### src/rtl/spike_fifo_reader.sv
// Pops spike address words from an upstream FIFO into a single-entry output register,
// drops NULL markers, counts delivered events and runs an end-of-timestep drain.
module spike_fifo_reader #(
   parameter int DATA_WIDTH = 14,
   parameter int ROW_BITS   = 7,
   parameter logic [DATA_WIDTH-1:0] NULL_ADDR = '1
) (
   input  logic                           clk,
   input  logic                           rst_n,
   input  logic                           i_enable,
   input  logic                           i_drain,
   input  logic                           i_fifo_empty,
   input  logic [DATA_WIDTH-1:0]          i_fifo_rd_data,
   output logic                           o_fifo_rd_en,
   output logic                           o_spk_valid,
   output logic [ROW_BITS-1:0]            o_spk_row,
   output logic [DATA_WIDTH-ROW_BITS-1:0] o_spk_col,
   input  logic                           i_spk_ready,
   output logic                           o_busy,
   output logic                           o_drain_done,
   output logic [15:0]                    o_spk_count,
   output logic [15:0]                    o_ts_count
);
   localparam int COL_BITS = DATA_WIDTH - ROW_BITS;

   typedef enum logic [1:0] {IDLE, RUN, DRAIN} state_t;

   state_t state, state_nxt;
   logic   load, hs, is_null;

   always_ff @(posedge clk) begin
      if (!rst_n) state <= IDLE;
      else        state <= state_nxt;
   end

   // Drain request outranks enable changes; once draining, only completion leaves.
   always_comb begin
      state_nxt = state;
      case (state)
         IDLE:    if (i_drain) state_nxt = DRAIN;
                  else if (i_enable) state_nxt = RUN;
         RUN:     if (i_drain) state_nxt = DRAIN;
                  else if (!i_enable) state_nxt = IDLE;
         DRAIN:   if (o_drain_done) state_nxt = i_enable ? RUN : IDLE;
         default: state_nxt = IDLE;
      endcase
   end

   // Gating with rst_n keeps the FIFO from losing a word while reset is held.
   always_comb begin
      hs           = o_spk_valid & i_spk_ready;
      load         = rst_n & (state != IDLE) & ~i_fifo_empty & (~o_spk_valid | i_spk_ready);
      o_fifo_rd_en = load;
      o_drain_done = rst_n & (state == DRAIN) & i_fifo_empty & ~o_spk_valid;
      o_busy       = (state != IDLE) | o_spk_valid;
   end

   assign is_null = (i_fifo_rd_data == NULL_ADDR);

   always_ff @(posedge clk) begin
      if (!rst_n) begin
         o_spk_valid <= 1'b0;
         o_spk_row   <= '0;
         o_spk_col   <= '0;
      end else if (load && !is_null) begin
         o_spk_valid <= 1'b1;
         o_spk_row   <= i_fifo_rd_data[DATA_WIDTH-1 -: ROW_BITS];
         o_spk_col   <= i_fifo_rd_data[COL_BITS-1:0];
      end else if (hs) begin
         o_spk_valid <= 1'b0;
      end
   end

   // Completion requires an empty output register, so no handshake is lost at the roll-over.
   always_ff @(posedge clk) begin
      if (!rst_n) begin
         o_spk_count <= '0;
         o_ts_count  <= '0;
      end else if (o_drain_done) begin
         o_ts_count  <= o_spk_count;
         o_spk_count <= '0;
      end else if (hs && o_spk_count != 16'hFFFF) begin
         o_spk_count <= o_spk_count + 16'd1;
      end
   end
endmodule

### config.mk
export PLATFORM = sky130hd
export DESIGN_NAME = spike_fifo_reader
export DESIGN_NICKNAME = d
export VERILOG_FILES = /design/src/rtl/spike_fifo_reader.sv
export SDC_FILE = /design/constraint.sdc
export NUM_CORES = 1
export LEC_CHECK = 0
export CAP_MARGIN = 20
export CORE_MARGIN = 1.5
export CORE_UTILIZATION = 48
export CTS_CLUSTER_SIZE = 40
export DETAILED_ROUTE_END_ITERATION = 12
export PLACE_DENSITY = 0.84
export SKIP_LAST_GASP = 1
export SYNTH_ARGS = -nofsm -noshare
export SYNTH_HDL_FRONTEND = slang
export SYNTH_SLANG_ARGS = --single-unit
### constraint.sdc
create_clock -name clk -period 5.01 [get_ports clk]
set_clock_uncertainty 0.2 [all_clocks]
set_input_delay 0.7515 -clock clk [delete_from_list [all_inputs] [get_ports clk]]
set_output_delay 0.7515 -clock clk [all_outputs]
set_load 0.01 [all_outputs]
# Word-level counts from Yosys, hierarchy flattened
# Index checks and enable logic that the tools add are counted.
[classes]
bitwise = 12
add_sub_neg = 1
n_reduce_logical = 8
eq_ne = 7
n_mux = 9
[op_table]
columns = ["cell", "n"]
rows = [
  ["adder 16 x 1 -> 16 bit (second input constant)", 1],
  ["!= test 16 bit (second input constant)", 1],
  ["equality test 14 bit (second input constant)", 1],
  ["2-to-1 mux 2 bit", 5],
  ["AND 1 bit", 7],
  ["!= test 3 bit (second input constant)", 2],
  ["case mux 2 bit (3 select lines)", 1],
  ["nonzero test 2 bit", 2],
  ["2-to-1 mux 1 bit", 3],
  ["NOT 1 bit", 3],
  ["AND reduction 3 bit", 1],
  ["equality test 2 x 1 -> 1 bit (second input constant)", 1],
  ["equality test 2 bit (second input constant)", 1],
  ["logical AND 1 bit", 2],
  ["logical NOT 2 bit", 1],
  ["!= test 2 bit (second input constant)", 1],
  ["bitwise OR 1 bit", 2],
  ["OR reduction 2 bit", 1],
  ["logical NOT 1 bit", 1],
]
[word_totals]
out_inout_bits = 50
word_cells = 43
in_bits = 20
regBits = 49

# Longest topological paths before layout
[logic_depth]
depth_word = 6
depth_mapped = 6
mapped_depth_nobuf = 5

# Worst setup path after synthesis
# No wires, ideal clock.
[synth_timing]
kind = "input to output"
start = "input rst_n"
end = "output o_fifo_rd_en"
required_ps = 4059
path_slack_ps = 2204
stages = 4
arrival_time_ps = 1854
n_path_buf = 1
path_cell_list = "clkinv_1 or4_1 inv_1 buf_4"
[synth_via]
elab_chain_cells = 3
[synth_lines]
columns = ["item", "line_no", "source"]
rows = [
  ["start: declaration", "9", "input logic rst_n,"],
  ["AND 1 bit (3 in series)", "52", "load = rst_n & (state != IDLE) & ~i_fifo_empty & (~o_spk_valid | i_spk_ready);"],
  ["end: declaration", "14", "output logic o_fifo_rd_en,"],
]
# No other way between the ends.

# Worst setup path in the final report
# Same ends and word-level chain as after synthesis.

==> flow_results.xml <==
<?xml version="1.0" encoding="UTF-8"?>
<metrics>
  <group name="status">
    <metric name="status" unit="">finished clean</metric>
  </group>
  <group name="grt">
    <metric name="globalRouteTotalUtil" unit="%">23.7</metric>
    <metric name="first_global_vias" unit="">1842</metric>
    <metric name="antenna_found_initial" unit="">0</metric>
    <metric name="global_route_wire_length_before_repair" unit="um">8380</metric>
    <metric name="global_route.overflow_total" unit="">0</metric>
    <metric name="grt_max_degree" unit="">22</metric>
  </group>
  <group name="setup_path">
    <metric name="critical_path_class" unit="">input pin to primary output</metric>
    <metric name="setup.worst_path.start_class" unit="">input pin</metric>
    <metric name="critical_path_peak_fanout" unit="">16</metric>
    <metric name="r2r_end" unit="">o_spk_count[14]</metric>
    <metric name="reg2reg_from" unit="">o_spk_count[0]</metric>
    <metric name="worst_case_reg_to_reg_path_depth" unit="">5</metric>
    <metric name="critical_path_end_type" unit="">primary output</metric>
    <metric name="worst-endpoint-arrival" unit="ns">3.18</metric>
    <metric name="r2r_setup_slack" unit="ns">2.62</metric>
    <metric name="cp_required" unit="ns">4.06</metric>
  </group>
  <group name="routing">
    <metric name="drt_drc_violations_left" unit="">0</metric>
    <metric name="routed-via-count" unit="">2119</metric>
    <metric name="count_of_routing_violations_after_the_opening_detailed_route_iteration" unit="">196</metric>
    <metric name="antenna_left" unit="">0</metric>
    <metric name="drt-pass1-iter-count" unit="">6</metric>
    <metric name="wl" unit="um">5410</metric>
    <metric name="route.detailed.vias_per_inst" unit="">5.70</metric>
    <metric name="avgRoutedWirePerCell" unit="um">14.5</metric>
  </group>
  <group name="logic_synthesis">
    <metric name="synth_cells" unit="">253</metric>
    <metric name="synth.cell_area" unit="mm^2">0.00205</metric>
    <metric name="yosys_warnings" unit="">0</metric>
    <metric name="netlist.top_cell.by_area" unit="">sky130_fd_sc_hd__dfxtp_1</metric>
    <metric name="muxShareOfSynthArea" unit="%">0.489</metric>
    <metric name="synthesis.area_per_instance" unit="um^2">8.10</metric>
    <metric name="synth-seq-cells" unit="">49</metric>
    <metric name="async_reset_ff_share" unit="%">0</metric>
    <metric name="netlist-cell-type-count" unit="">30</metric>
    <metric name="mappedNetlistNets" unit="">274</metric>
    <metric name="synth_compound_area_share" unit="%">17.5</metric>
    <metric name="post_synth_main_area_contributors" unit="">sky130_fd_sc_hd__dfxtp_1 (48%), sky130_fd_sc_hd__nand3_1 (8.8%), sky130_fd_sc_hd__a21oi_1 (7.3%)</metric>
    <metric name="synth.yosys.seq_area_share" unit="%">47.9</metric>
    <metric name="synthAdderAreaFrac" unit="%">0.611</metric>
    <metric name="synth_top_family_by_area" unit="">simple AND/OR/NAND/NOR gates</metric>
    <metric name="synth_enable_flop_cells" unit="">0</metric>
    <metric name="yosys.cell_count.top_type" unit="">sky130_fd_sc_hd__dfxtp_1</metric>
    <metric name="post_synth_most_frequent_cells" unit="">sky130_fd_sc_hd__dfxtp_1 (49), sky130_fd_sc_hd__nand2_1 (36), sky130_fd_sc_hd__nand3_1 (36), sky130_fd_sc_hd__a21oi_1 (30), sky130_fd_sc_hd__o21ai_0 (22)</metric>
    <metric name="synth_xor_area_share" unit="%">0</metric>
    <metric name="synth-simple-area-share" unit="%">29.7</metric>
    <metric name="postSynth.topFlopCell" unit="">sky130_fd_sc_hd__dfxtp_1</metric>
    <metric name="area_fraction_of_the_dominant_cell_type_after_synthesis" unit="%">47.9</metric>
  </group>
  <group name="cts">
    <metric name="clk_pin_slew" unit="ns">0.10</metric>
    <metric name="cts.hold.buffers_added" unit="">0</metric>
    <metric name="cts_repair_resize_count" unit="">0</metric>
    <metric name="root_buffer" unit="">sky130_fd_sc_hd__clkbuf_8</metric>
    <metric name="htree_levels" unit="">2</metric>
    <metric name="post-cts-setup-buffers" unit="">0</metric>
    <metric name="cts_made_buffers" unit="">5</metric>
    <metric name="cts_tree" unit="">yes</metric>
    <metric name="clkLatencyLatePin" unit="ns">0.31</metric>
    <metric name="tritoncts_num_sinks" unit="">49</metric>
    <metric name="cts-root-to-sink-buffers" unit="">2</metric>
  </group>
  <group name="finish">
    <metric name="area_occupied_by_multi_input_gates" unit="um^2">988</metric>
    <metric name="antennaDiodeCount" unit="">0</metric>
    <metric name="drive_gt1_share" unit="%">6.52</metric>
    <metric name="areaGrowthSynthToFinish" unit="%">40.6</metric>
    <metric name="nNetsFinal" unit="">342</metric>
    <metric name="fill_cells" unit="">318</metric>
    <metric name="register_area" unit="um^2">981</metric>
  </group>
  <group name="power_and_ir_drop">
    <metric name="worst_ir_drop_vdd" unit="uV">235</metric>
    <metric name="power-per-cell-area" unit="mW/mm^2">241</metric>
    <metric name="total_leakage_power" unit="nW">0.999</metric>
  </group>
  <group name="hold_path">
    <metric name="hp-class" unit="">flip-flop to flip-flop</metric>
    <metric name="timing.hold.worst_path_depth" unit="">2</metric>
    <metric name="hp-start" unit="">o_ts_count[4]</metric>
    <metric name="worst_hold_path_ep" unit="">o_ts_count[4]</metric>
  </group>
  <group name="sta">
    <metric name="share_of_the_clock_period_used_by_the_worst_path" unit="%">82.5</metric>
    <metric name="post-route-worst-setup-slack" unit="ns">0.877</metric>
    <metric name="final.setup.tns" unit="ns">0</metric>
    <metric name="number_of_endpoints_with_negative_hold_slack_in_the_final_report" unit="">0</metric>
    <metric name="timing_worst_slew_pin_value" unit="ns">0.777</metric>
    <metric name="rsz_0062_raised_after_global_routing" unit="">no</metric>
    <metric name="max_freq" unit="MHz">242</metric>
    <metric name="tmin_final" unit="ns">4.13</metric>
    <metric name="setup_viol" unit="">0</metric>
    <metric name="number_of_max_slew_violations_in_the_final_report" unit="">0</metric>
    <metric name="relSlewSlack" unit="%">47.8</metric>
  </group>
  <group name="floorplan">
    <metric name="floorplan.io_pins" unit="">70</metric>
    <metric name="die_area" unit="mm^2">0.00467</metric>
    <metric name="start_util" unit="%">50.5</metric>
    <metric name="placeableCoreArea" unit="mm^2">0.00406</metric>
    <metric name="dieHeight" unit="um">68.3</metric>
    <metric name="fp.dieW" unit="um">68.3</metric>
    <metric name="core.rowCount" unit="">23</metric>
  </group>
  <group name="placement">
    <metric name="place_ws" unit="ns">0.901</metric>
    <metric name="dp_hpwl" unit="um">3970</metric>
    <metric name="routabilityCongestion" unit="">0.841</metric>
    <metric name="port-buffer-count" unit="">69</metric>
  </group>
  <group name="flow_run">
    <metric name="max_capacitance_violation_total" unit="">0</metric>
  </group>
</metrics>
[power by group]
| part | internal [mW] | switching (mW) | leakage [nW] |
|---|---|---|---|
| clock network | 0.101 | 0.138 | 0.0447 |
| logic | 0.0296 | 0.0271 | 0.559 |
| registers | 0.394 | 0.00391 | 0.396 |
[cells in the final DEF (no fill, tap or decap), drive strengths merged, types with 7 or more instances in the layout]
cell type,netlist,layout
or3,7,7
o21ai,22,22
clkdlybuf4s50,0,69
o31ai,9,9
nand2,37,37
nand3,36,36
or4,11,11
inv,6,7
nand4,8,8
dfxtp,49,49
a21oi,30,30
[logic make-up after synthesis]
kind of cell / after synthesis
adders and majority gates: 1
and+or+nand+nor: 117
AOI/OAI and AO/OA: 65
DFF: 49
buffers and inverters: 20
muxes: 1
[per-stage QoR]
step	cell area (um^2)	power [mW]	cells	hold WS [ns]	util, %
detailed placement	2790	0.463	364	0.249	68.7
floorplan	2050	0.429	253	0.278	-
global placement	2790	0.462	364	0.241	68.7
finish	2880	0.693	372	0.261	71.0
CTS	2880	0.697	372	0.264	71.0
global route	2880	0.719	372	0.276	71.0
[worst max path at each step]
stage               start            to  slack [ns]  cells past startpoint
floorplan           rst_n  o_fifo_rd_en        2.20                      4
global placement    rst_n  o_fifo_rd_en        0.95                      5
detailed placement  rst_n  o_fifo_rd_en        0.90                      5
CTS                 rst_n  o_fifo_rd_en        0.89                      5
global route        rst_n  o_fifo_rd_en        0.75                      5
finish              rst_n  o_fifo_rd_en        0.88                      5
[flip-flops by register name, indices dropped and copies added, names as in the netlist]
signal / flops
o_spk_count: 16
o_ts_count: 16
o_spk_col: 7
o_spk_row: 7
state: 2
o_spk_valid: 1
[routing by layer]
metal	up-vias	GRT usage, %	share of wire [%]
met5	-	0	0
met4	0	10.0	2.3
met3	13	3.95	4.7
met2	61	36.9	47
met1	979	32.4	46
li1	1066	-	-
[worst max-delay path, cell delays in order]
cell,delay [ns]
sky130_fd_sc_hd__clkdlybuf4s50_1,0.50
sky130_fd_sc_hd__clkinv_1,0.09
sky130_fd_sc_hd__or4_1,0.76
sky130_fd_sc_hd__inv_1,0.45
sky130_fd_sc_hd__clkdlybuf4s50_1,0.63
[layout make-up]
class / instances / area share [%]
inverters: 7 / 0.912
flip-flops and latches: 49 / 34.1
well taps: 50 / 2.17
clock buffers: 5 / 2.39
multi-input cells: 184 / 34.3
repair buffers: 74 / 25.3
clock inverters: 3 / 0.869
Note: power is estimated with default switching activity, not from simulation.
